File: config.mk
export PLATFORM = sky130hd
export DESIGN_NAME = spi_dev_cmd_mux_flat
export DESIGN_NICKNAME = d
export VERILOG_FILES = /design/src/rtl/spi_dev_cmd_mux_pkg.sv /design/src/rtl/spi_dev_cmd_mux_if.sv /design/src/rtl/spi_dev_cmd_match.sv /design/src/rtl/spi_dev_cmd_mux.sv /design/src/flat_wrapper.sv
export SDC_FILE = /design/constraint.sdc
export NUM_CORES = 1
export LEC_CHECK = 0
export BUFFER_PORTS_ARGS = -buffer_cell sky130_fd_sc_hd__buf_4
export CELL_PAD_IN_SITES_DETAIL_PLACEMENT = 0
export CELL_PAD_IN_SITES_GLOBAL_PLACEMENT = 2
export CORE_MARGIN = 3
export CORE_UTILIZATION = 26
export DETAILED_ROUTE_END_ITERATION = 10
export GPL_TIMING_DRIVEN = 0
export HOLD_SLACK_MARGIN = 0.08
export PLACE_DENSITY = 0.86
export SLEW_MARGIN = 25
export SYNTH_ARGS = -nofsm -noshare
export SYNTH_HDL_FRONTEND = slang
export SYNTH_HIERARCHICAL = 1
export SYNTH_SLANG_ARGS = --single-unit
File: constraint.sdc
create_clock -name clk -period 2.6 [get_ports clk]
set_clock_uncertainty 0.05 [all_clocks]
set_input_delay 0.52 -clock clk [delete_from_list [all_inputs] [get_ports clk]]
set_output_delay 0.52 -clock clk [all_outputs]
set_load 0.05 [all_outputs]
File: src/rtl/spi_dev_cmd_mux_pkg.sv
// ---------------------------------------------------------------------------
// spi_dev_defs
//   Shared definitions for the SPI device command mux.
//   - state_e    : router state encoding (IDLE=0, ACTIVE=1, DISCARD=2)
//   - IDLE_RDATA : read byte returned when no target owns the transaction
//   - idx_width  : width of a port index for a given port count
// ---------------------------------------------------------------------------
package spi_dev_defs;

    typedef enum logic [1:0] {
        ST_IDLE    = 2'd0,
        ST_ACTIVE  = 2'd1,
        ST_DISCARD = 2'd2
    } state_e;

    localparam logic [7:0] IDLE_RDATA = 8'hFF;

    // A single-port build still needs a 1-bit index so the owner register exists.
    function automatic int idx_width(input int n);
        return (n > 1) ? $clog2(n) : 1;
    endfunction

endpackage

File: src/rtl/spi_dev_cmd_mux_if.sv
// ---------------------------------------------------------------------------
// spi_dev_cmd_mux_if
//   Bundles the protocol-wrapper side (pw_*) and the command-target side (p_*)
//   of the command mux.
//   slave  : the mux view   (pw_* in, pw_rdata out, p_* out, p_rdata in)
//   master : the wrapper/target view (directions reversed)
// ---------------------------------------------------------------------------
interface spi_dev_cmd_mux_if #(
    parameter int N_PORTS = 4
);
    logic [7:0]           pw_wdata;
    logic                 pw_wcmd;
    logic                 pw_wstb;
    logic                 pw_end;
    logic                 pw_rstb;
    logic [7:0]           pw_rdata;

    logic [7:0]           p_wdata;
    logic [N_PORTS-1:0]   p_wstb;
    logic [N_PORTS-1:0]   p_sel;
    logic [N_PORTS-1:0]   p_end;
    logic [N_PORTS-1:0]   p_rstb;
    logic [8*N_PORTS-1:0] p_rdata;

    modport slave (
        input  pw_wdata, pw_wcmd, pw_wstb, pw_end, pw_rstb,
        output pw_rdata,
        output p_wdata, p_wstb, p_sel, p_end, p_rstb,
        input  p_rdata
    );

    modport master (
        output pw_wdata, pw_wcmd, pw_wstb, pw_end, pw_rstb,
        input  pw_rdata,
        input  p_wdata, p_wstb, p_sel, p_end, p_rstb,
        output p_rdata
    );
endinterface

File: src/rtl/spi_dev_cmd_match.sv
// ---------------------------------------------------------------------------
// spi_dev_cmd_match
//   Combinational comparator of a command byte against the per-port command
//   table. When several ports share a command byte the lowest index wins.
//   wdata : command byte under test
//   hit   : some port owns this command byte
//   idx   : lowest matching port index (0 when no hit)
// ---------------------------------------------------------------------------
module spi_dev_cmd_match
    import spi_dev_defs::*;
#(
    parameter int                   N_PORTS  = 4,
    parameter logic [8*N_PORTS-1:0] CMD_LIST = 32'h03020100,
    parameter int                   IDX_W    = idx_width(N_PORTS)
) (
    input  logic [7:0]       wdata,
    output logic             hit,
    output logic [IDX_W-1:0] idx
);

    // Scanning from the top down lets the lowest matching index overwrite
    // any higher one, giving the priority encode without a separate pass.
    always_comb begin
        hit = 1'b0;
        idx = '0;
        for (int i = N_PORTS - 1; i >= 0; i--) begin
            if (CMD_LIST[8*i +: 8] == wdata) begin
                hit = 1'b1;
                idx = IDX_W'(i);
            end
        end
    end

endmodule

File: src/rtl/spi_dev_cmd_mux.sv
// ---------------------------------------------------------------------------
// spi_dev_cmd_mux
//   Routes one SPI transaction at a time from the protocol wrapper to the
//   command target selected by the first command byte. The owner keeps the
//   write and read byte streams until the transaction ends; unknown commands
//   are swallowed and counted.
//   clk, rst : clock and synchronous active-high reset
//   bus      : wrapper-side strobes/data and per-target strobes/data
//   byte_cnt : data bytes forwarded in the current transaction (saturating)
//   unk_cnt  : unknown commands seen since reset (saturating)
// ---------------------------------------------------------------------------
module spi_dev_cmd_mux
    import spi_dev_defs::*;
#(
    parameter int                   N_PORTS  = 4,
    parameter logic [8*N_PORTS-1:0] CMD_LIST = 32'h03020100,
    parameter int                   CNT_W    = 8
) (
    input  logic                clk,
    input  logic                rst,
    spi_dev_cmd_mux_if.slave    bus,
    output logic [CNT_W-1:0]    byte_cnt,
    output logic [CNT_W-1:0]    unk_cnt
);

    localparam int IDX_W = idx_width(N_PORTS);

    state_e             state_q, state_d;
    logic [IDX_W-1:0]   owner_q, owner_d;
    logic [7:0]         p_wdata_q, p_wdata_d;
    logic [N_PORTS-1:0] p_wstb_q, p_wstb_d;
    logic [N_PORTS-1:0] p_sel_q, p_sel_d;
    logic [N_PORTS-1:0] p_end_q, p_end_d;
    logic [N_PORTS-1:0] p_rstb_q, p_rstb_d;
    logic [CNT_W-1:0]   byte_cnt_q, byte_cnt_d;
    logic [CNT_W-1:0]   unk_cnt_q, unk_cnt_d;

    logic               cmd_hit;
    logic [IDX_W-1:0]   cmd_idx;
    logic               is_cmd;
    logic               is_data;
    logic [7:0]         rdata_mux;

    assign is_cmd  = bus.pw_wstb &  bus.pw_wcmd;
    assign is_data = bus.pw_wstb & ~bus.pw_wcmd;

    spi_dev_cmd_match #(
        .N_PORTS  (N_PORTS),
        .CMD_LIST (CMD_LIST),
        .IDX_W    (IDX_W)
    ) u_match (
        .wdata (bus.pw_wdata),
        .hit   (cmd_hit),
        .idx   (cmd_idx)
    );

    // Next-state and output decode. Work is ordered the way the wrapper's
    // events are defined to resolve: first the byte for the current owner,
    // then a new command decode, and finally pw_end closing whatever is open.
    always_comb begin
        // NOTE: every variable gets a value before any branch so no path
        // leaves one unassigned, which would otherwise infer a latch.
        state_d    = state_q;
        owner_d    = owner_q;
        p_wdata_d  = p_wdata_q;
        p_wstb_d   = '0;
        p_sel_d    = '0;
        p_end_d    = '0;
        p_rstb_d   = '0;
        byte_cnt_d = byte_cnt_q;
        unk_cnt_d  = unk_cnt_q;

        if (state_q == ST_ACTIVE) begin
            if (is_data) begin
                p_wdata_d         = bus.pw_wdata;
                p_wstb_d[owner_q] = 1'b1;
                if (byte_cnt_q != '1) begin
                    byte_cnt_d = byte_cnt_q + CNT_W'(1);
                end
            end
            if (bus.pw_rstb) begin
                p_rstb_d[owner_q] = 1'b1;
            end
            // A command byte mid-transaction is an implicit end for the owner.
            if (is_cmd || bus.pw_end) begin
                p_end_d[owner_q] = 1'b1;
            end
        end

        if (is_cmd) begin
            if (cmd_hit) begin
                state_d    = ST_ACTIVE;
                owner_d    = cmd_idx;
                byte_cnt_d = '0;
            end else begin
                state_d = ST_DISCARD;
                if (unk_cnt_q != '1) begin
                    unk_cnt_d = unk_cnt_q + CNT_W'(1);
                end
            end
        end

        // pw_end wins over a same-cycle command: that transaction never
        // becomes visible on p_sel.
        if (bus.pw_end) begin
            state_d = ST_IDLE;
        end

        if (state_d == ST_ACTIVE) begin
            p_sel_d[owner_d] = 1'b1;
        end
    end

    always_ff @(posedge clk) begin
        // NOTE: sequential state uses non-blocking assignments so every flop
        // samples its pre-edge inputs regardless of statement order.
        if (rst) begin
            state_q    <= ST_IDLE;
            owner_q    <= '0;
            p_wdata_q  <= '0;
            p_wstb_q   <= '0;
            p_sel_q    <= '0;
            p_end_q    <= '0;
            p_rstb_q   <= '0;
            byte_cnt_q <= '0;
            unk_cnt_q  <= '0;
        end else begin
            state_q    <= state_d;
            owner_q    <= owner_d;
            p_wdata_q  <= p_wdata_d;
            p_wstb_q   <= p_wstb_d;
            p_sel_q    <= p_sel_d;
            p_end_q    <= p_end_d;
            p_rstb_q   <= p_rstb_d;
            byte_cnt_q <= byte_cnt_d;
            unk_cnt_q  <= unk_cnt_d;
        end
    end

    // Read data follows the registered owner combinationally, so a target's
    // byte must already be on p_rdata when pw_rstb is raised.
    always_comb begin
        rdata_mux = IDLE_RDATA;
        if (state_q == ST_ACTIVE) begin
            for (int i = 0; i < N_PORTS; i++) begin
                if (owner_q == IDX_W'(i)) begin
                    rdata_mux = bus.p_rdata[8*i +: 8];
                end
            end
        end
    end

    assign bus.pw_rdata = rdata_mux;
    assign bus.p_wdata  = p_wdata_q;
    assign bus.p_wstb   = p_wstb_q;
    assign bus.p_sel    = p_sel_q;
    assign bus.p_end    = p_end_q;
    assign bus.p_rstb   = p_rstb_q;
    assign byte_cnt     = byte_cnt_q;
    assign unk_cnt      = unk_cnt_q;

endmodule

File: src/flat_wrapper.sv
// flat-port wrapper written by rule: the top's interface ports become plain ports
module spi_dev_cmd_mux_flat import spi_dev_defs::*;
#(
    parameter int                   N_PORTS  = 4,
    parameter logic [8*N_PORTS-1:0] CMD_LIST = 32'h03020100,
    parameter int                   CNT_W    = 8
)
  (clk, rst, byte_cnt, unk_cnt, bus_pw_wdata, bus_pw_wcmd, bus_pw_wstb, bus_pw_end, bus_pw_rstb, bus_pw_rdata, bus_p_wdata, bus_p_wstb, bus_p_sel, bus_p_end, bus_p_rstb, bus_p_rdata);
  spi_dev_cmd_mux_if #(.N_PORTS(N_PORTS)) bus_i ();
  input  logic clk;
  input  logic rst;
  output logic [CNT_W-1:0] byte_cnt;
  output logic [CNT_W-1:0] unk_cnt;
  input wire logic [$bits(bus_i.pw_wdata)-1:0] bus_pw_wdata;
  input wire logic [$bits(bus_i.pw_wcmd)-1:0] bus_pw_wcmd;
  input wire logic [$bits(bus_i.pw_wstb)-1:0] bus_pw_wstb;
  input wire logic [$bits(bus_i.pw_end)-1:0] bus_pw_end;
  input wire logic [$bits(bus_i.pw_rstb)-1:0] bus_pw_rstb;
  output wire logic [$bits(bus_i.pw_rdata)-1:0] bus_pw_rdata;
  output wire logic [$bits(bus_i.p_wdata)-1:0] bus_p_wdata;
  output wire logic [$bits(bus_i.p_wstb)-1:0] bus_p_wstb;
  output wire logic [$bits(bus_i.p_sel)-1:0] bus_p_sel;
  output wire logic [$bits(bus_i.p_end)-1:0] bus_p_end;
  output wire logic [$bits(bus_i.p_rstb)-1:0] bus_p_rstb;
  input wire logic [$bits(bus_i.p_rdata)-1:0] bus_p_rdata;
  assign bus_i.pw_wdata = bus_pw_wdata;
  assign bus_i.pw_wcmd = bus_pw_wcmd;
  assign bus_i.pw_wstb = bus_pw_wstb;
  assign bus_i.pw_end = bus_pw_end;
  assign bus_i.pw_rstb = bus_pw_rstb;
  assign bus_pw_rdata = bus_i.pw_rdata;
  assign bus_p_wdata = bus_i.p_wdata;
  assign bus_p_wstb = bus_i.p_wstb;
  assign bus_p_sel = bus_i.p_sel;
  assign bus_p_end = bus_i.p_end;
  assign bus_p_rstb = bus_i.p_rstb;
  assign bus_i.p_rdata = bus_p_rdata;
  spi_dev_cmd_mux #(.N_PORTS(N_PORTS), .CMD_LIST(CMD_LIST), .CNT_W(CNT_W)) u_core (.clk(clk), .rst(rst), .bus(bus_i), .byte_cnt(byte_cnt), .unk_cnt(unk_cnt));
endmodule
==> results of run 1 <==
-- worst max-delay path: stages (launching register included) --
cell and delay, ns:
dfxtp_1 0.30, buf_2 0.21, buf_6 0.18, mux4_2 0.49, nand2b_1 0.15, buf_4 0.19
-- logic make-up after synthesis --
family	after synthesis	share of synthesized area, %
AOI/OAI and AO/OA	32	11.0
xor gates and xnor gates	8	3.55
adders and majority gates	2	1.27
buffers and inverters	11	3.05
DFF	44	44.7
muxes	12	11.2
and+or+nand+nor	95	25.3
-- cells in the final DEF, fill, tap and decap left out, types with 2 or more instances in the layout --
cell type / Yosys / routed
a211oi_1: 3 / 3
a21oi_1: 11 / 11
a31oi_1: 2 / 2
and2_1: 3 / 3
and2b_1: 2 / 2
and3_1: 3 / 3
and3b_1: 2 / 2
buf_2: 3 / 3
buf_4: 2 / 95
clkbuf_1: 3 / 4
clkbuf_8: 0 / 5
dfxtp_1: 44 / 44
ha_1: 2 / 2
inv_1: 2 / 2
mux2i_1: 4 / 4
mux4_2: 8 / 8
nand2_1: 21 / 21
nand2b_1: 11 / 11
nand3_1: 5 / 5
nand4_1: 3 / 3
nor2_1: 26 / 26
nor3_1: 8 / 8
nor4b_1: 2 / 2
o2111ai_1: 3 / 3
o211ai_1: 2 / 2
o21ai_0: 2 / 2
o21ai_1: 2 / 2
xor2_1: 8 / 8
-- power breakdown --
part           switching, mW  total (mW)  internal (mW)
Combinational         0.0388       0.103         0.0647
Clock                  0.217       0.502          0.285
Sequential           0.00267       0.679          0.676
Total                  0.258        1.28           1.03
-- layout make-up --
class	count	area [um2]
Fill cell	776	4390
Inverter	2	7.51
Multi-Input combinational cell	149	1030
Timing Repair Buffer	93	698
Clock inverter	2	35.0
Clock buffer	6	72.6
Buffer	9	52.6
Sequential cell	44	881
Tap cell	99	124
-- per-stage QoR --
stage,hold WS [ns],cell area (um2)
after floorplan,0.469,1970
after global placement,0.400,2790
after detailed placement,0.401,2790
after CTS,0.358,2900
after global routing,0.358,2900
final,0.367,2900
-- cells in the mapped netlist (2+ instances only) --
library cell | number | area [um2]
dfxtp_1 | 44 | 881
nor2_1 | 26 | 97.6
nand2_1 | 21 | 78.8
a21oi_1 | 11 | 55.1
nand2b_1 | 11 | 68.8
mux4_2 | 8 | 180
nor3_1 | 8 | 40.0
xor2_1 | 8 | 70.1
nand3_1 | 5 | 25.0
mux2i_1 | 4 | 40.0
a211oi_1 | 3 | 22.5
and2_1 | 3 | 18.8
and3_1 | 3 | 18.8
buf_2 | 3 | 15.0
clkbuf_1 | 3 | 11.3
nand4_1 | 3 | 18.8
o2111ai_1 | 3 | 26.3
a31oi_1 | 2 | 12.5
and2b_1 | 2 | 15.0
and3b_1 | 2 | 17.5
buf_4 | 2 | 15.0
ha_1 | 2 | 25.0
inv_1 | 2 | 7.51
nor4b_1 | 2 | 17.5
o211ai_1 | 2 | 15.0
o21ai_0 | 2 | 10.0
o21ai_1 | 2 | 10.0
-- worst max path at each step --
stage	startpoint	to	cells past startpoint
after floorplan	bus_pw_wdata[5]	u_core/bus.p_sel[2]	6
after global placement	bus_pw_wdata[5]	u_core/bus.p_sel[3]	7
after detailed placement	bus_pw_wdata[5]	u_core/bus.p_sel[2]	7
after CTS	u_core/owner_q[0]	bus_pw_rdata[5]	5
after global routing	u_core/owner_q[0]	bus_pw_rdata[6]	5
final	u_core/owner_q[0]	bus_pw_rdata[5]	5
-- per-layer routing --
metal | wire (um) | part of all wire (%) | global-route usage [%]
met2 | 2330 | 45 | 19.2
met5 | 0 | 0 | 0
met4 | 83 | 1.6 | 4.76
met1 | 2270 | 44 | 14.9
met3 | 496 | 9.6 | 3.30
-- sequential cells by signal, summed over array words and instances (netlist names) --
register,cells
u_core/bus.p_end,4
u_core/state_q,2
u_core/bus.p_sel,4
u_core/bus.p_wstb,4
u_core/owner_q,2
u_core/bus.p_wdata,8
u_core/byte_cnt,8
u_core/unk_cnt,8
u_core/bus.p_rstb,4
==> flow_metrics.env, run 1 <==
export IMPL_worst_slew_pin_slew_ns=0.484
export IMPL_synth_ff_type="dfxtp_1"
export IMPL_r2r_setup_slack_ns=0.99
export IMPL_start_util_pct=27.0
export IMPL_gr_usage_all_layers_pct=11.9
export IMPL_leakage_nw=1.22
export IMPL_nets=352
export IMPL_wire_per_inst_um=12.8
export IMPL_critPathMaxFanout=10
export IMPL_total_power_mw=1.28
export IMPL_max_freq_mhz=419
export IMPL_die_w_um=93.1
export IMPL_synthArstFlopShare_pct=0
export IMPL_netlist_area_mm2=0.00197
export IMPL_io_pins=94
export IMPL_diodes=0
export IMPL_clk_latency_ns=0.29
export IMPL_r2r_cells=5
export IMPL_final_util_pct=39.8
export IMPL_rsz0062_at_grt="no"
export IMPL_drc_errors=0
export IMPL_clkSinkCount=44
export IMPL_critPathLaunchType="flop"
export IMPL_synth_edff_count=0
export IMPL_vias=1835
export IMPL_status="complete, no violations"
export IMPL_peakVddDrop_v=0.000191
export IMPL_die_area_mm2=0.00866
export IMPL_crit_arrival_ns=1.82
export IMPL_grt_max_degree=14
export IMPL_numCtsBuffers=5
export IMPL_grt_pass1_vias=1774
export IMPL_slew_headroom_pct=67.3
export IMPL_cap_violations=0
export IMPL_rr_startpoint="u_core/byte_cnt[0]"
export IMPL_ant_nets=0
export IMPL_dp_cells=396
export IMPL_path_class="flop to output port"
export IMPL_cp_data_required_time_ns=2.03
export IMPL_grt_pass1_wl_um=8310
export IMPL_final_layout_size_suffix_gt1_share_pct=39.0
export IMPL_min_to="u_core/state_q[1]"
export IMPL_path_clk_slew_ns=0.08
export IMPL_fin_crit_sh_pct=91.9
export IMPL_syn_area_per_cell_um2=9.67
export IMPL_power_density_mw_per_mm2=443
export IMPL_hp_class="input port to flop"
export IMPL_drv_slew=0
export IMPL_cts_root_buffer="clkbuf_8"
export IMPL_min_period_ns=2.39
export IMPL_port_buffers=93
export IMPL_final_cells=404
export IMPL_timing_final_ws_setup_ns=0.212
export IMPL_synth_seq_cells=44
export IMPL_clockBufferDepth=2
export IMPL_cts_hold_buf=0
export IMPL_min_path_cells=2
export IMPL_cp_end_kind="output port"
export IMPL_synth_cells=204
export IMPL_core_area_mm2=0.00729
export IMPL_synth_fp_nets=252
export IMPL_antenna_found_initial=0
export IMPL_r2r_end="u_core/byte_cnt[1]"
export IMPL_yosysWarnings=6
export IMPL_grt_overflow_total=0
export IMPL_cts_tree="yes"
export IMPL_drt_iter0_drc=72
export IMPL_areaGrowthSynthToFinish_pct=47.1
export IMPL_globalplace_congestion=0.703
export IMPL_synth_cell_type_count=44
export IMPL_hpwl_um=4090
export IMPL_cts_resized=0
export IMPL_synth_seq_area_share_pct=44.7
export IMPL_final_setup_viol_count=0
export IMPL_cts_setup_buffers=0
export IMPL_fin_tns_setup_ns=0
export IMPL_first_pass_iters=4
export IMPL_dp_worst_setup_slack_ns=0.0499
export IMPL_hp_start="bus_pw_end"
export IMPL_wl_um=5180
export IMPL_htree_levels=2
export IMPL_row_count=31
export IMPL_hold_viol_final=0
export IMPL_die_h_um=93.1
export IMPL_vias_per_cell=4.54
(Power assumes the default switching activity.)
==> inputs of run 2 (changes only) <==
- CORE_UTILIZATION: 26 -> 28
- PLACE_DENSITY: 0.86 -> 0.91
- clock period: 2.6 -> 2.9 ns (I/O delays scaled with it)
==> run 2 against run 1 <==
  * Clock power is 23% lower
  * Sequential cell count stayed put
  * Largest cell class unchanged
  * Cell count is 1.5% lower
  * Sequential power is 10% lower
  * Global-route usage is 0.89 points higher
  * Cell area is 0.78% lower
  * Core utilization is 4.0 points higher
  * Sequential share of layout area is 0.24 points higher
==> flow_metrics.env, run 2 (same netlist as run 1, synthesis figures left out) <==
export IMPL_status="complete, no violations"
export IMPL_cp_slowest_cell="mux4_2"
export IMPL_path_clk_slew_ns=0.08
export IMPL_cts_resized=0
export IMPL_clk_latency_ns=0.29
export IMPL_gr_usage_all_layers_pct=12.7
export IMPL_rsz0062_at_grt="no"
export IMPL_clkSinkCount=44
export IMPL_max_freq_mhz=403
export IMPL_cts_setup_buffers=0
export IMPL_power_density_mw_per_mm2=379
export IMPL_start_util_pct=30.0
export IMPL_drv_slew=0
export IMPL_dpl_instance_area_mm2=0.00279
export IMPL_antenna_found_initial=0
export IMPL_critPathMaxFanout=10
export IMPL_grt_pass1_wl_um=8560
export IMPL_crit_arrival_ns=1.85
export IMPL_numCtsBuffers=5
export IMPL_ant_nets=0
export IMPL_drc_errors=0
export IMPL_die_area_mm2=0.00809
export IMPL_die_h_um=89.9
export IMPL_final_common_cell="buf_4"
export IMPL_cts_root_buffer="clkbuf_8"
export IMPL_core_area_mm2=0.00657
export IMPL_nets=352
export IMPL_fin_tns_setup_ns=0
export IMPL_vias=1860
export IMPL_hpwl_um=4020
export IMPL_max_stage_delay_ns=0.51
export IMPL_hp_class="flop to flop"
export IMPL_most_common_layout_cells="buf_4 (95), dfxtp_1 (44), nor2_1 (26), nand2_1 (21)"
export IMPL_hold_viol_final=0
export IMPL_finalInstanceArea_mm2=0.00288
export IMPL_wl_um=5160
export IMPL_htree_levels=2
export IMPL_die_w_um=89.9
export IMPL_diodes=0
export IMPL_port_buffers=93
export IMPL_drt_iter0_drc=45
export IMPL_worst_slew_pin_slew_ns=0.550
export IMPL_leakage_nw=1.21
export IMPL_io_pins=94
export IMPL_cts_tree="yes"
export IMPL_cp_end_kind="output port"
export IMPL_cp_data_required_time_ns=2.27
export IMPL_grt_overflow_total=0
export IMPL_grt_pass1_vias=1791
export IMPL_path_buf_inv=3
export IMPL_grt_max_degree=14
export IMPL_row_count=29
export IMPL_crit_chain="buf_2, buf_6, mux4_2, nand2b_1, buf_4"
export IMPL_wire_per_inst_um=13.0
export IMPL_final_layout_size_suffix_gt1_share_pct=39.3
export IMPL_globalplace_congestion=0.751
export IMPL_nFillCells=664
export IMPL_areaGrowthSynthToFinish_pct=46.0
export IMPL_cp_top_family="buffers and inverters"
export IMPL_min_period_ns=2.48
export IMPL_cap_violations=0
export IMPL_final_setup_viol_count=0
export IMPL_first_pass_iters=4
export IMPL_vias_per_cell=4.67
export IMPL_peakVddDrop_v=0.000140
export IMPL_slew_headroom_pct=62.8
export IMPL_path_class="flop to output port"
export IMPL_fin_crit_sh_pct=85.5
export IMPL_cts_hold_buf=0
export IMPL_clockBufferDepth=2
export IMPL_critPathLaunchType="flop"
## run 2: changes by cell type in the layout (fill, tap and decap cells not counted)
cell,before,now
clkbuf_1,4,3
bufinv_16,1,0
clkinv_2,1,2
clkbuf_8,5,6
## run 2: cell type report
type | count | area (um2) | area share [%]
clock buffer | 6 | 82.6 | 2.87
timing repair buffer | 93 | 698 | 24.3
clock inverter | 2 | 10.0 | 0.348
sequential | 44 | 881 | 30.6
tap | 93 | 116 | 4.04
buffer | 9 | 52.6 | 1.83
multi-input combinational | 149 | 1030 | 35.8
inverter | 2 | 7.51 | 0.261
## run 2: worst register-to-register path: stages, from the launching register on
cell and delay, ns:
dfxtp_1 0.40, ha_1 0.20, nand3_1 0.21, o21ai_1 0.33, mux2i_1 0.22, nor2_1 0.05
## run 2: worst paths after layout
kind                         start                    end  slack (ns)  cells after the start
max              u_core/owner_q[0]        bus_pw_rdata[4]        0.42                      5
min          u_core/bus.p_wdata[6]  u_core/bus.p_wdata[6]        0.41                      2
max reg2reg     u_core/byte_cnt[0]     u_core/byte_cnt[1]        1.32                      5
min reg2reg  u_core/bus.p_wdata[6]  u_core/bus.p_wdata[6]        0.41                      2
## run 2: layer usage
metal | global-route usage [%] | share of wire [%] | vias up
met5 | 0 | 0 | -
met2 | 20.5 | 44 | 81
met4 | 4.21 | 1.2 | 0
li1 | - | - | 932
met1 | 15.9 | 46 | 842
met3 | 4.51 | 8.7 | 5
## run 2: metrics by stage
step / util (%) / hold slack (ns) / std cells / setup WS [ns] / total power [mW]
floorplan: - / 0.469 / 204 / 0.665 / 0.656
global placement: 42.4 / 0.399 / 390 / 0.346 / 0.716
detailed placement: 42.4 / 0.405 / 390 / 0.340 / 0.718
CTS: 43.8 / 0.417 / 398 / 0.385 / 1.11
global route: 43.8 / 0.426 / 398 / 0.269 / 1.14
finish: 43.8 / 0.411 / 398 / 0.421 / 1.09
## run 2: power breakdown
part | internal (mW) | total (mW) | switching (mW)
logic | 0.0580 | 0.0939 | 0.0359
clock network | 0.190 | 0.389 | 0.199
registers | 0.606 | 0.608 | 0.00236
total | 0.854 | 1.09 | 0.237
